--- src/rtl/cdc_pkg.sv ---
// Shared constants and sizing helpers for the CDC synchroniser blocks.
package cdc_pkg;

    localparam int CDC_MIN_STAGES = 2;
    localparam int CDC_MAX_FILTER = 255;

    // Counter width able to hold 0..filter; every CDC block sizes its filter counter this way.
    function automatic int cnt_width(input int filter);
        return (filter < 1) ? 1 : $clog2(filter + 1);
    endfunction

endpackage

--- src/rtl/sync_nff_filt_if.sv ---
// Bundle of asynchronous inputs and synchronised, filtered outputs for sync_nff_filt.
interface sync_nff_filt_if #(
    parameter int WIDTH = 1
);

    logic [WIDTH-1:0] d;
    logic [WIDTH-1:0] q;
    logic [WIDTH-1:0] q_rise;
    logic [WIDTH-1:0] q_fall;
    logic [WIDTH-1:0] stable;

    modport master (
        output d,
        input  q,
        input  q_rise,
        input  q_fall,
        input  stable
    );

    modport slave (
        input  d,
        output q,
        output q_rise,
        output q_fall,
        output stable
    );

endinterface

--- src/rtl/sync_nff_chan.sv ---
// One synchroniser channel: flop chain, glitch-filter counter, filtered level and edge pulses.
module sync_nff_chan
    import cdc_pkg::*;
#(
    parameter int   STAGES  = 2,
    parameter int   FILTER  = 1,
    parameter logic RST_VAL = 1'b0
) (
    input  logic clk_ff,
    input  logic rst,
    input  logic d,
    output logic q,
    output logic q_rise,
    output logic q_fall,
    output logic stable
);

    localparam int            CW  = cnt_width(FILTER);
    localparam logic [CW-1:0] LIM = CW'(FILTER - 1);

    (* ASYNC_REG = "TRUE" *) logic [STAGES-1:0] st_q;
    logic [STAGES-1:0] st_d;
    logic [CW-1:0]     cnt_q, cnt_d;
    logic              q_q, q_d;
    logic              rise_q, rise_d;
    logic              fall_q, fall_d;
    logic              s;

    assign s = st_q[STAGES-1];

    always_comb begin
        st_d   = {st_q[STAGES-2:0], d};
        cnt_d  = '0;
        q_d    = q_q;
        rise_d = 1'b0;
        fall_d = 1'b0;
        // A new level must be seen FILTER consecutive cycles; any return to q clears the count.
        if (s != q_q) begin
            if (cnt_q == LIM) begin
                q_d    = s;
                rise_d = s;
                fall_d = ~s;
            end else begin
                cnt_d = cnt_q + CW'(1);
            end
        end
    end

    always_ff @(posedge clk_ff) begin
        if (rst) begin
            st_q   <= {STAGES{RST_VAL}};
            cnt_q  <= '0;
            q_q    <= RST_VAL;
            rise_q <= 1'b0;
            fall_q <= 1'b0;
        end else begin
            st_q   <= st_d;
            cnt_q  <= cnt_d;
            q_q    <= q_d;
            rise_q <= rise_d;
            fall_q <= fall_d;
        end
    end

    assign q      = q_q;
    assign q_rise = rise_q;
    assign q_fall = fall_q;
    assign stable = (s == q_q) && (cnt_q == '0);

endmodule

--- src/rtl/sync_nff_filt.sv ---
// Bank of WIDTH independent filtered synchronisers bringing async inputs into the clk_ff domain.
module sync_nff_filt
    import cdc_pkg::*;
#(
    parameter int               WIDTH   = 1,
    parameter int               STAGES  = 2,
    parameter int               FILTER  = 1,
    parameter logic [WIDTH-1:0] RST_VAL = '0
) (
    input  logic            clk_ff,
    input  logic            rst,
    sync_nff_filt_if.slave  bus
);

    if (WIDTH < 1) begin : g_chk_width
        $error("sync_nff_filt: WIDTH must be >= 1");
    end
    if (STAGES < CDC_MIN_STAGES) begin : g_chk_stages
        $error("sync_nff_filt: STAGES below minimum synchroniser depth");
    end
    if (FILTER < 1 || FILTER > CDC_MAX_FILTER) begin : g_chk_filter
        $error("sync_nff_filt: FILTER out of range");
    end

    for (genvar i = 0; i < WIDTH; i++) begin : g_chan
        sync_nff_chan #(
            .STAGES  (STAGES),
            .FILTER  (FILTER),
            .RST_VAL (RST_VAL[i])
        ) u_chan (
            .clk_ff (clk_ff),
            .rst    (rst),
            .d      (bus.d[i]),
            .q      (bus.q[i]),
            .q_rise (bus.q_rise[i]),
            .q_fall (bus.q_fall[i]),
            .stable (bus.stable[i])
        );
    end

endmodule

--- src/flat_wrapper.sv ---
// flat-port wrapper written by rule: the top's interface ports become plain ports
module sync_nff_filt_flat import cdc_pkg::*;
#(
    parameter int               WIDTH   = 1,
    parameter int               STAGES  = 2,
    parameter int               FILTER  = 1,
    parameter logic [WIDTH-1:0] RST_VAL = '0
)
  (clk_ff, rst, bus_d, bus_q, bus_q_rise, bus_q_fall, bus_stable);
  sync_nff_filt_if #(.WIDTH(WIDTH)) bus_i ();
  input  logic clk_ff;
  input  logic rst;
  input wire logic [$bits(bus_i.d)-1:0] bus_d;
  output wire logic [$bits(bus_i.q)-1:0] bus_q;
  output wire logic [$bits(bus_i.q_rise)-1:0] bus_q_rise;
  output wire logic [$bits(bus_i.q_fall)-1:0] bus_q_fall;
  output wire logic [$bits(bus_i.stable)-1:0] bus_stable;
  assign bus_i.d = bus_d;
  assign bus_q = bus_i.q;
  assign bus_q_rise = bus_i.q_rise;
  assign bus_q_fall = bus_i.q_fall;
  assign bus_stable = bus_i.stable;
  sync_nff_filt #(.WIDTH(WIDTH), .STAGES(STAGES), .FILTER(FILTER), .RST_VAL(RST_VAL)) u_core (.clk_ff(clk_ff), .rst(rst), .bus(bus_i));
endmodule
--- config.mk ---
export PLATFORM = sky130hd
export DESIGN_NAME = sync_nff_filt_flat
export DESIGN_NICKNAME = d
export VERILOG_FILES = /design/src/rtl/cdc_pkg.sv /design/src/rtl/sync_nff_filt_if.sv /design/src/rtl/sync_nff_chan.sv /design/src/rtl/sync_nff_filt.sv /design/src/flat_wrapper.sv
export SDC_FILE = /design/constraint.sdc
export NUM_CORES = 1
export LEC_CHECK = 0
export ABC_AREA = 1
export CAP_MARGIN = 30
export CORE_AREA = 5 5 42 44
export CTS_BUF_LIST = sky130_fd_sc_hd__clkbuf_4 sky130_fd_sc_hd__clkbuf_8
export CTS_CLUSTER_SIZE = 28
export DETAILED_ROUTE_END_ITERATION = 10
export DIE_AREA = 0 0 47 49
export HOLD_SLACK_MARGIN = 0.12
export PLACE_DENSITY = 0.31
export SLEW_MARGIN = 20
export SYNTH_ARGS = -nofsm -noshare
export SYNTH_HDL_FRONTEND = slang
export SYNTH_HIERARCHICAL = 1
export SYNTH_SLANG_ARGS = --single-unit
--- constraint.sdc ---
create_clock -name clk_ff -period 0.8 [get_ports clk_ff]
set_input_delay 0.12 -clock clk_ff [delete_from_list [all_inputs] [get_ports clk_ff]]
set_output_delay 0.12 -clock clk_ff [all_outputs]
set_load 0.03 [all_outputs]
==> metrics.csv, run 1 <==
stage,metric,value,unit
sta,RSZ-0062 raised after global routing,true,
clock_tree,CTS Hold Buffers Added,0,
die,die area,2300,sq um
worst_setup_path,"Slowest-stage cell, CP",dfxtp_4,
routing,drt initial violations,2,
power_and_ir_drop,sw frac,0.225,
power_and_ir_drop,Final Power,757,uW
routing,DR pass1 iterations,2,
routing,post-route ant nets,0,
worst_setup_path,"delay-heaviest family, CP",flip-flops,
worst_setup_path,worst reg2reg endpoint,u_core/g_chan[0].u_chan/q_rise$_SDFF_PP0_,
layout,area grow syn2layout,83.9,%
worst_setup_path,worst setup path endpoint,bus_stable,
routing,final WL,375,um
power_and_ir_drop,peak supply drop,0.982,mV
worst_setup_path,Reg2Reg Depth,4,
synthesis,sequential element share of the synthesized area,0.596,
worst_hold_path,hold-critical path depth,2,
routing,via count,176,
layout,Antenna diodes,0,
routing,vias per cell,3.09,
routing,WL/cell,6.58,um
clock_tree,clk root buf,clkbuf_4,
clock_tree,total CTS buffers,3,
power_and_ir_drop,pwr dens,2040,nW/um^2
run_status,status,"finished, violations left",
clock_tree,clk buf depth,2,
global_routing,initial antenna violation count,0,
die,Chip Height,49,um
worst_setup_path,Crit Reg-Reg Startpoint,u_core/g_chan[0].u_chan/q$_SDFFE_PP0P_,
power_and_ir_drop,Leak,0.184,nW
layout,nets,45,
synthesis,Mean Syn Cell Area,7.46,sq um
sta,post-route minimum period,1.08,ns
power_and_ir_drop,NetSw,170,uW
worst_setup_path,r2r setup slk,0.08,ns
sta,max frequency,0.928,GHz
worst_setup_path,crit-path max cell delay,0.35,ns
sta,Setup Skew,0.00995,ns
layout,share of cells above drive strength 1,0.561,
power_and_ir_drop,Comb power frac,0.133,
sta,hold slack,0.399,ns
global_routing,Total GRT Usage,0.0438,
clock_tree,CTS tree,yes,
global_routing,global-route wire length before repair,690,um
placed_design,"worst slack, placed",-0.114,ns
placed_design,port buffer count,6,
global_routing,largest net degree at the start of global routing,5,
worst_setup_path,CP Depth,5,
die,Die Wd,47,um
worst_setup_path,Crit Path Class,register to output port,
synthesis,mapped cell area,201,sq um
sta,Max Slew Vio Count,0,
worst_setup_path,critical path endpoint category,output port,
clock_tree,CTS H-tree depth,1,
synthesis,synthesized flop and latch total,6,
die,core area,1400,sq um
worst_setup_path,Worst EP arrival,0.96,ns
sta,Final Hold Violating Endpoints,0,
worst_setup_path,CP Cell Sequence,inv_2 -> nand2_2 -> inv_2 -> nor2_4 -> buf_6,
synthesis,YS warnings,6,
power_and_ir_drop,Reg power frac,0.423,
worst_setup_path,Worst EP required,0.68,ns
clock_tree,# clock sinks,6,
placed_design,final RePlAce weighted congestion,0.582,
worst_setup_path,Worst Setup SP,u_core/g_chan[0].u_chan/q$_SDFFE_PP0P_,
die,Ports,7,
power_and_ir_drop,Clock power frac,0.444,
worst_setup_path,worst-path maximum fanout,3,
die,row cnt,14,
sta,worst setup margin,-0.277,ns
clock_tree,Worst-path clk slew,0.05,ns
synthesis,Synth Net Count,30,
sta,Final Setup Violations,4,
sta,period utilization,1.35,
run_status,failing checks,setup timing,
worst_setup_path,Critical path buffers and inverters,3,
synthesis,Gate Count Post-Synth,27,
synthesis,"Distinct cells, synth",7,
global_routing,total grt overflow,0,
clock_tree,clock latency on the worst-skew pair,0.24,ns
global_routing,vias in the first global route,184,
worst_hold_path,Worst Hold Class,register to register,
placed_design,hpwl dp,297,um
routing,# DRC,0,
worst_setup_path,Critical Path Source Type,register,
power_and_ir_drop,Internal,587,uW
worst_setup_path,"Top cell by count, worst path",inv_2,
die,initial core utilization,0.144,
flow_run,maxcap violations,0,
==> final cells by class <==
type / instances / area [sq um]
timing repair buffer: 10 / 98.8
sequential: 6 / 128
clock buffer: 4 / 30.0
tap: 16 / 20.0
multi-input combinational: 14 / 67.6
inverter: 7 / 26.3
fill: 163 / 1030
==> power groups by stage <==
stage / clock network (mW) / registers, mW / logic, mW
floorplan: 0 / 0.333 / 0.0410
global placement: 0 / 0.324 / 0.0850
detailed placement: 0 / 0.325 / 0.0856
CTS: 0.355 / 0.319 / 0.0959
global route: 0.381 / 0.321 / 0.111
finish: 0.336 / 0.320 / 0.101
==> worst register-to-register path, stage by stage, from the launching register on <==
cell     delay, ns
dfxtp_4       0.35
inv_2         0.06
nand2_2       0.05
buf_4         0.12
nor2_1        0.08
==> cells by family (layout without fill, tap and decap cells) <==
logic type | Yosys count | in the layout | share of synthesized area
buffers and inverters | 7 | 21 | 0.130
other | 1 | 1 | 0.0186
DFF | 6 | 6 | 0.596
and+or+nand+nor | 13 | 13 | 0.255
==> metrics by stage <==
stage               setup TNS [ns]  cell area, sq um   util  std cells
finish                      -0.553               370  0.264         57
detailed placement          -0.551               303  0.216         51
floorplan                  -0.0331               218      -         27
CTS                         -0.506               359  0.256         56
global placement            -0.464               303  0.216         51
global route                -0.697               370  0.264         57
==> flip-flops by register name, indices dropped and copies added, names as in the netlist <==
signal                       count
u_core/g_chan.u_chan/st_q        2
u_core/g_chan.u_chan/cnt_q       1
u_core/g_chan.u_chan/q           1
u_core/g_chan.u_chan/q_fall      1
u_core/g_chan.u_chan/q_rise      1
==> cells in the mapped netlist <==
cell / instances / share of area
inv_2: 2 / 0.037
nor2_2: 1 / 0.031
nand2_1: 6 / 0.11
conb_1: 1 / 0.019
dfxtp_1: 6 / 0.60
nor2_1: 6 / 0.11
inv_1: 5 / 0.093
==> cells in the final DEF, fill, tap and decap left out, drive strengths merged <==
master,n
clkdlybuf4s50,2
dfxtp,6
nand2,6
nor2,7
inv,7
conb,1
buf,8
clkbuf,4
==> per-layer routing <==
metal | GRT usage | share of wire | wire [um] | up-vias
li1 | - | - | - | 101
met1 | 0.0420 | 0.41 | 154 | 69
met5 | 0 | 0 | 0 | -
met3 | 0.0443 | 0.13 | 49 | 0
met2 | 0.0633 | 0.46 | 171 | 6
met4 | 0.0138 | 0 | 0 | 0
==> worst min path at each step <==
stage	startpoint	endpoint	slack (ns)
after floorplan	rst	u_core/g_chan[0].u_chan/st_q[0]$_SDFF_PP0_	0.19
after global placement	u_core/g_chan[0].u_chan/st_q[0]$_SDFF_PP0_	u_core/g_chan[0].u_chan/st_q[1]$_SDFF_PP0_	0.39
after detailed placement	u_core/g_chan[0].u_chan/st_q[0]$_SDFF_PP0_	u_core/g_chan[0].u_chan/st_q[1]$_SDFF_PP0_	0.40
after CTS	bus_d	u_core/g_chan[0].u_chan/st_q[0]$_SDFF_PP0_	0.40
after global routing	bus_d	u_core/g_chan[0].u_chan/st_q[0]$_SDFF_PP0_	0.40
final	u_core/g_chan[0].u_chan/st_q[0]$_SDFF_PP0_	u_core/g_chan[0].u_chan/st_q[1]$_SDFF_PP0_	0.40
==> timing repair <==
item                                    4_1_cts  5_1_grt
buffers inserted                              1        1
endpoints found under the setup margin        4        4
gates resized for setup                       7        2
pin swaps                                     1        0
gates cloned                                  0        0
endpoints found under the hold margin         0        0
No activity file was read; power rests on OpenSTA's default activity.
==> inputs of run 2 (changes only) <==
--- a/config.mk
+++ b/config.mk
@@ -14,7 +14,6 @@
 export DIE_AREA = 0 0 47 49
 export HOLD_SLACK_MARGIN = 0.12
 export PLACE_DENSITY = 0.31
-export SLEW_MARGIN = 20
 export SYNTH_ARGS = -nofsm -noshare
 export SYNTH_HDL_FRONTEND = slang
 export SYNTH_HIERARCHICAL = 1
==> constraint.sdc (replaced) <==
create_clock -name clk_ff -period 1.3 [get_ports clk_ff]
set_input_delay 0.195 -clock clk_ff [delete_from_list [all_inputs] [get_ports clk_ff]]
set_output_delay 0.195 -clock clk_ff [all_outputs]
set_load 0.03 [all_outputs]
==> metrics.csv, run 2 (same netlist as run 1, synthesis figures left out) <==
stage,metric,value,unit,change
worst_setup_path,CP Cell Sequence,dlygate4sd2_1,,
clock_tree,total CTS buffers,3,,unchanged
clock_tree,# clock sinks,6,,unchanged
worst_setup_path,Worst Setup SP,u_core/g_chan[0].u_chan/q$_SDFFE_PP0P_,,
worst_hold_path,Worst Hold Class,register to register,,
worst_setup_path,Worst EP required,1.11,ns,+0.43 ns
layout,share of cells above drive strength 1,0.194,,-0.367
layout,nets,41,,-8.9%
clock_tree,Post-CTS Setup Inserts,0,,-1
flow_run,maxcap violations,0,,unchanged
worst_setup_path,Worst EP arrival,1.00,ns,+0.04 ns
layout,"commonest cells after routing, fill and taps aside","nand2_1, nor2_1, dfxtp_1",,
die,row cnt,14,,unchanged
placed_design,port buffer count,6,,unchanged
layout,fin cells,52,,-8.8%
clock_tree,clk root buf,clkbuf_4,,
worst_setup_path,Critical Path Source Type,register,,
power_and_ir_drop,Reg power frac,0.482,,+0.059
worst_setup_path,Critical path buffers and inverters,1,,-2
sta,post-route minimum period,1.19,ns,
worst_setup_path,worst-path maximum fanout,3,,unchanged
die,Ports,7,,unchanged
worst_setup_path,"Slowest-stage cell, CP",dlygate4sd2_1,,
sta,RSZ-0062 raised after global routing,false,,
worst_hold_path,hold endpoint,u_core/g_chan[0].u_chan/st_q[1]$_SDFF_PP0_,,
routing,final WL,336,um,-10%
worst_setup_path,critical path endpoint category,output port,,
routing,DR pass1 iterations,2,,unchanged
global_routing,global-route wire length before repair,469,um,-32%
sta,period utilization,0.917,,
sta,Setup Skew,0.00106,ns,-0.00889 ns
worst_setup_path,"delay-heaviest family, CP",buffers and inverters,,
clock_tree,CTS tree,yes,,
layout,area grow syn2layout,47.8,%,
power_and_ir_drop,Clock power frac,0.415,,-0.029
die,Chip Height,49,um,unchanged
routing,WL/cell,6.46,um,-1.8%
worst_setup_path,worst reg2reg endpoint,u_core/g_chan[0].u_chan/q_rise$_SDFF_PP0_,,
layout,Antenna diodes,0,,unchanged
sta,Final Setup Violations,0,,-4
worst_hold_path,hold-critical path depth,2,,unchanged
sta,worst setup margin,0.108,ns,+0.385 ns
global_routing,vias in the first global route,128,,-30%
layout,Reg with most FFs,u_core/g_chan.u_chan/st_q,,
power_and_ir_drop,Comb power frac,0.103,,-0.030
sta,Final Hold Violating Endpoints,0,,unchanged
power_and_ir_drop,NetSw,93.6,uW,-45%
sta,Max Slew Vio Count,0,,unchanged
run_status,status,"complete, no violations",,
routing,vias per cell,3.06,,-0.97%
clock_tree,clock latency on the worst-skew pair,0.24,ns,about the same
worst_setup_path,Crit Path Class,register to output port,,
routing,drt initial violations,2,,unchanged
worst_setup_path,crit-path max cell delay,0.41,ns,+0.06 ns
worst_setup_path,Reg2Reg Depth,3,,-1
die,Die Wd,47,um,unchanged
clock_tree,CTS H-tree depth,1,,unchanged
sta,max frequency,0.839,GHz,
power_and_ir_drop,peak supply drop,0.372,mV,-62%
global_routing,initial antenna violation count,0,,unchanged
placed_design,Post-DP Area,279,sq um,-7.9%
sta,hold slack,0.403,ns,+0.00390 ns
global_routing,Total GRT Usage,0.0359,,-0.00784
routing,# DRC,0,,unchanged
layout,fin area,298,sq um,-20%
placed_design,hpwl dp,280,um,-6.0%
power_and_ir_drop,pwr dens,1370,nW/um^2,-33%
die,initial core utilization,0.144,,unchanged
sta,setup_tns,0,ns,+0.553 ns
die,die area,2300,sq um,unchanged
global_routing,total grt overflow,0,,unchanged
worst_hold_path,min-delay src,u_core/g_chan[0].u_chan/st_q[0]$_SDFF_PP0_,,
power_and_ir_drop,Leak,0.159,nW,-14%
placed_design,"worst slack, placed",0.0747,ns,+0.188 ns
layout,Largest register FFs,2,,unchanged
clock_tree,clk buf depth,2,,unchanged
die,core area,1400,sq um,unchanged
power_and_ir_drop,Internal,314,uW,-46%
worst_setup_path,Crit Reg-Reg Startpoint,u_core/g_chan[0].u_chan/q$_SDFFE_PP0P_,,
worst_setup_path,r2r setup slk,0.67,ns,+0.59 ns
power_and_ir_drop,sw frac,0.230,,+0.00484
global_routing,largest net degree at the start of global routing,4,,-1
placed_design,final RePlAce weighted congestion,0.627,,+7.8%
clock_tree,Worst-path clk slew,0.04,ns,about the same
placed_design,placed insts,49,,-3.9%
routing,post-route ant nets,0,,unchanged
routing,via count,159,,-9.7%
==> run 2: cell count changes in the layout (fill, tap and decap cells not counted), sizes merged <==
cell,previous run,this run
buf,8,1
dlygate4sd2,0,3
clkbuf,4,3
==> run 2: routing by layer <==
| layer | vias up | wire [um] | share of wire | track usage |
|---|---|---|---|---|
| li1 | 91 | - | - | - |
| met5 | - | 0 | 0 | 0 |
| met3 | 0 | 52 | 0.15 | 0.0221 |
| met2 | 6 | 145 | 0.43 | 0.0362 |
| met4 | 0 | 0 | 0 | 0.0691 |
| met1 | 62 | 138 | 0.41 | 0.0308 |
==> run 2: stage by stage <==
step / utilization / total power [mW]
after floorplan: - / 0.226
after global placement: 0.199 / 0.244
after detailed placement: 0.199 / 0.245
after CTS: 0.213 / 0.424
after global routing: 0.213 / 0.435
final: 0.213 / 0.407
==> run 2: final cells by class <==
class	instances	area, sq um
flip-flops and latches	6	120
well taps	16	20.0
clock buffers	3	22.5
repair buffers	6	53.8
multi-input cells	14	55.1
fillers	166	1100
inverters	7	26.3
==> run 2: worst min-delay path, stage by stage (launching register included) <==
cell	delay (ns)
dfxtp_1	0.29
inv_1	0.04
nor2_1	0.03
==> run 2: worst max-delay path by stage <==
stage            endpoint  slack [ns]  depth (start not counted)
2_1_floorplan  bus_stable        0.13                          4
3_3_place_gp        bus_q        0.09                          1
3_5_place_dp        bus_q        0.07                          1
4_1_cts             bus_q        0.08                          1
5_1_grt        bus_stable        0.05                          5
6_report            bus_q        0.11                          1
==> run 2: repair_timing <==
action	in CTS	in global routing
setup endpoints to repair	3	0
hold buffers	0	0
resized for setup	3	0
==> run 2: power by group through the flow <==
stage	Clock (mW)	Sequential, mW	Combinational, mW
2_1_floorplan	0	0.205	0.0204
5_1_grt	0.193	0.197	0.0454
3_5_place_dp	0	0.200	0.0449
4_1_cts	0.185	0.196	0.0429
6_report	0.169	0.196	0.0421
3_3_place_gp	0	0.199	0.0448
==> inputs of run 3 (changes only) <==
--- a/config.mk
+++ b/config.mk
@@ -16,5 +16,4 @@
 export PLACE_DENSITY = 0.31
 export SYNTH_ARGS = -nofsm -noshare
 export SYNTH_HDL_FRONTEND = slang
-export SYNTH_HIERARCHICAL = 1
 export SYNTH_SLANG_ARGS = --single-unit
==> metrics.csv, run 3 <==
stage,metric,value,unit,change
sta,period utilization,0.952,,+0.0350
worst_setup_path,Critical Path Source Type,register,,
sta,max frequency,0.808,GHz,-3.7%
routing,WL/cell,7.84,um,+21%
worst_setup_path,worst-path maximum fanout,4,,+1
clock_tree,CTS tree,yes,,
routing,WL met3,43,um,-17%
global_routing,Total GRT Usage,0.0394,,+0.00352
die,initial core utilization,0.144,,unchanged
clock_tree,total CTS buffers,3,,unchanged
routing,DRT met1 WL,143,um,+3.6%
synthesis,Commonest cells post-synth,"inv_1, dfxtp_1",,
global_routing,largest net degree at the start of global routing,6,,+2
worst_setup_path,worst setup path endpoint,bus_stable,,
clock_tree,clock latency on the worst-skew pair,0.24,ns,about the same
synthesis,"Distinct cells, synth",9,,+2
routing,via count,181,,+14%
global_routing,total grt overflow,0,,unchanged
sta,Final Hold Violating Endpoints,0,,unchanged
flow_run,maxcap violations,0,,unchanged
layout,fin area,322,sq um,+8.0%
synthesis,sequential element share of the synthesized area,0.596,,unchanged
global_routing,initial antenna violation count,0,,unchanged
clock_tree,# clock sinks,6,,unchanged
layout,Reg with most FFs,u_core.g_chan.u_chan.st_q,,
worst_setup_path,worst reg2reg endpoint,u_core.g_chan[0].u_chan.q$_SDFFE_PP0P_,,
synthesis,Area contributors post-synth,"dfxtp_1, inv_1, nand4_1, a21oi_1, nand2_1",,
die,Die Wd,47,um,unchanged
routing,drt initial violations,1,,-1
worst_setup_path,Worst EP required,1.11,ns,about the same
synthesis,Synth top area share,0.596,,unchanged
sta,post-route minimum period,1.24,ns,+0.0455 ns
synthesis,YS warnings,0,,-6
die,die area,2300,sq um,unchanged
worst_setup_path,Worst Setup SP,u_core.g_chan[0].u_chan.q$_SDFFE_PP0P_,,
die,Chip Height,49,um,unchanged
worst_setup_path,Crit Path Class,register to output port,,
clock_tree,clk buf depth,2,,unchanged
worst_setup_path,Worst EP arrival,1.04,ns,+0.04 ns
synthesis,mapped cell area,201,sq um,unchanged
worst_setup_path,Crit Reg-Reg Startpoint,u_core.g_chan[0].u_chan.q$_SDFFE_PP0P_,,
sta,Setup Skew,0.00222,ns,+0.00116 ns
routing,DR pass1 iterations,2,,unchanged
sta,Max Slew Vio Count,0,,unchanged
power_and_ir_drop,Leak,0.168,nW,+5.7%
routing,# DRC,0,,unchanged
layout,Antenna diodes,0,,unchanged
clock_tree,clk root buf,clkbuf_4,,
routing,vias per cell,3.55,,+16%
worst_setup_path,critical path endpoint category,output port,,
run_status,status,"complete, no violations",,
sta,Final Setup Violations,0,,unchanged
routing,met2 WL post-DR,213,um,+47%
layout,"commonest cells after routing, fill and taps aside","inv_1, dfxtp_1, clkbuf_4, dlygate4sd2_1",,
power_and_ir_drop,Final Power,406,uW,-0.41%
synthesis,Synth Net Count,28,,-6.7%
placed_design,hpwl dp,296,um,+6.0%
layout,nets,40,,-2.4%
layout,Largest register FFs,2,,unchanged
routing,post-route ant nets,0,,unchanged
synthesis,synthesized flop and latch total,6,,unchanged
routing,final WL,400,um,+19%
clock_tree,CTS H-tree depth,1,,unchanged
sta,RSZ-0062 raised after global routing,false,,
global_routing,vias in the first global route,184,,+44%
clock_tree,Post-CTS Setup Inserts,0,,unchanged
power_and_ir_drop,pwr dens,1260,nW/um^2,-7.8%
placed_design,final RePlAce weighted congestion,0.668,,+6.7%
placed_design,port buffer count,6,,unchanged
placed_design,Post-DP Area,290,sq um,+4.0%
synthesis,Post-synth EDFFs,0,,unchanged
synthesis,Mean Syn Cell Area,8.06,sq um,+8.0%
global_routing,global-route wire length before repair,600,um,+28%
die,Ports,7,,unchanged
worst_setup_path,r2r setup slk,0.53,ns,-0.14 ns
synthesis,most common cell in the synthesized netlist,inv_1,,
layout,"commonest non-fill, non-tap cell in the layout",inv_1,,
worst_hold_path,Worst Hold Class,register to register,,
routing,top sig layer,met3,,
die,core area,1400,sq um,unchanged
power_and_ir_drop,peak supply drop,0.409,mV,+9.8%
synthesis,cell taking the most area after synthesis,dfxtp_1,,
worst_setup_path,Reg2Reg Depth,4,,+1
clock_tree,Worst-path clk slew,0.05,ns,about the same
synthesis,ys flop type,dfxtp_1,,
synthesis,ys async rst share,0,,unchanged
layout,share of cells above drive strength 1,0.229,,+0.0341
sta,setup_tns,0,ns,unchanged
layout,area grow syn2layout,59.6,%,
die,row cnt,14,,unchanged
synthesis,Gate Count Post-Synth,25,,-7.4%
## run 3: per-stage QoR
step	instances	util	setup slack, ns	hold slack [ns]
CTS	51	0.223	0.000613	0.410
global placement	48	0.207	0.132	0.393
global route	51	0.229	0.0102	0.446
finish	51	0.229	0.0624	0.405
floorplan	25	-	0.124	0.264
detailed placement	48	0.207	0.128	0.401
## run 3: cells by family after synthesis
kind of cell | after synthesis | synth area share
AOI/OAI and AO/OA | 3 | 0.0745
buffers and inverters | 8 | 0.149
other | 1 | 0.0186
and+or+nand+nor | 7 | 0.161
DFF | 6 | 0.596
## run 3: critical path, cell delays in order (launching register included)
cell and delay [ns]:
dfxtp_1 0.31, buf_6 0.12, inv_4 0.05, nand2_2 0.04, a21oi_2 0.13, buf_6 0.14
## run 3: worst min path at each step
stage	from	end	slack, ns	depth (start not counted)
2_1_floorplan	rst	u_core.g_chan[0].u_chan.q$_SDFFE_PP0P_	0.26	1
3_3_place_gp	u_core.g_chan[0].u_chan.st_q[0]$_SDFF_PP0_	u_core.g_chan[0].u_chan.st_q[1]$_SDFF_PP0_	0.39	2
3_5_place_dp	u_core.g_chan[0].u_chan.st_q[0]$_SDFF_PP0_	u_core.g_chan[0].u_chan.st_q[1]$_SDFF_PP0_	0.40	2
4_1_cts	u_core.g_chan[0].u_chan.st_q[0]$_SDFF_PP0_	u_core.g_chan[0].u_chan.st_q[1]$_SDFF_PP0_	0.41	2
5_1_grt	u_core.g_chan[0].u_chan.st_q[0]$_SDFF_PP0_	u_core.g_chan[0].u_chan.st_q[1]$_SDFF_PP0_	0.45	2
6_report	u_core.g_chan[0].u_chan.st_q[0]$_SDFF_PP0_	u_core.g_chan[0].u_chan.st_q[1]$_SDFF_PP0_	0.40	2
## run 3: area by class of cell
class                           count  area (sq um)
Tap cell                           16          20.0
Inverter                            8          32.5
Sequential cell                     6           120
Fill cell                         165          1080
Clock buffer                        3          22.5
Multi-Input combinational cell     11          57.6
Timing Repair Buffer                7          68.8
## run 3: routing by layer
metal  track usage  up-vias
li1              -       94
met1        0.0330       82
met2        0.0588        5
met3        0.0221        0
met4        0.0415        0
met5             0        -
## run 3: repair_timing
item	in CTS	in global routing
endpoints found under the setup margin	4	1
resized for setup	4	4
hold endpoints to repair	0	0
hold buffers	0	0
pin swaps	0	1
## run 3: where the power goes
| group | total (mW) | internal [mW] | switching, mW | leakage [nW] |
|---|---|---|---|---|
| registers | 0.195 | 0.191 | 0.00394 | 0.0493 |
| logic | 0.0372 | 0.0173 | 0.0199 | 0.105 |
| clock network | 0.174 | 0.105 | 0.0693 | 0.0138 |
| total | 0.406 | 0.312 | 0.0932 | 0.168 |
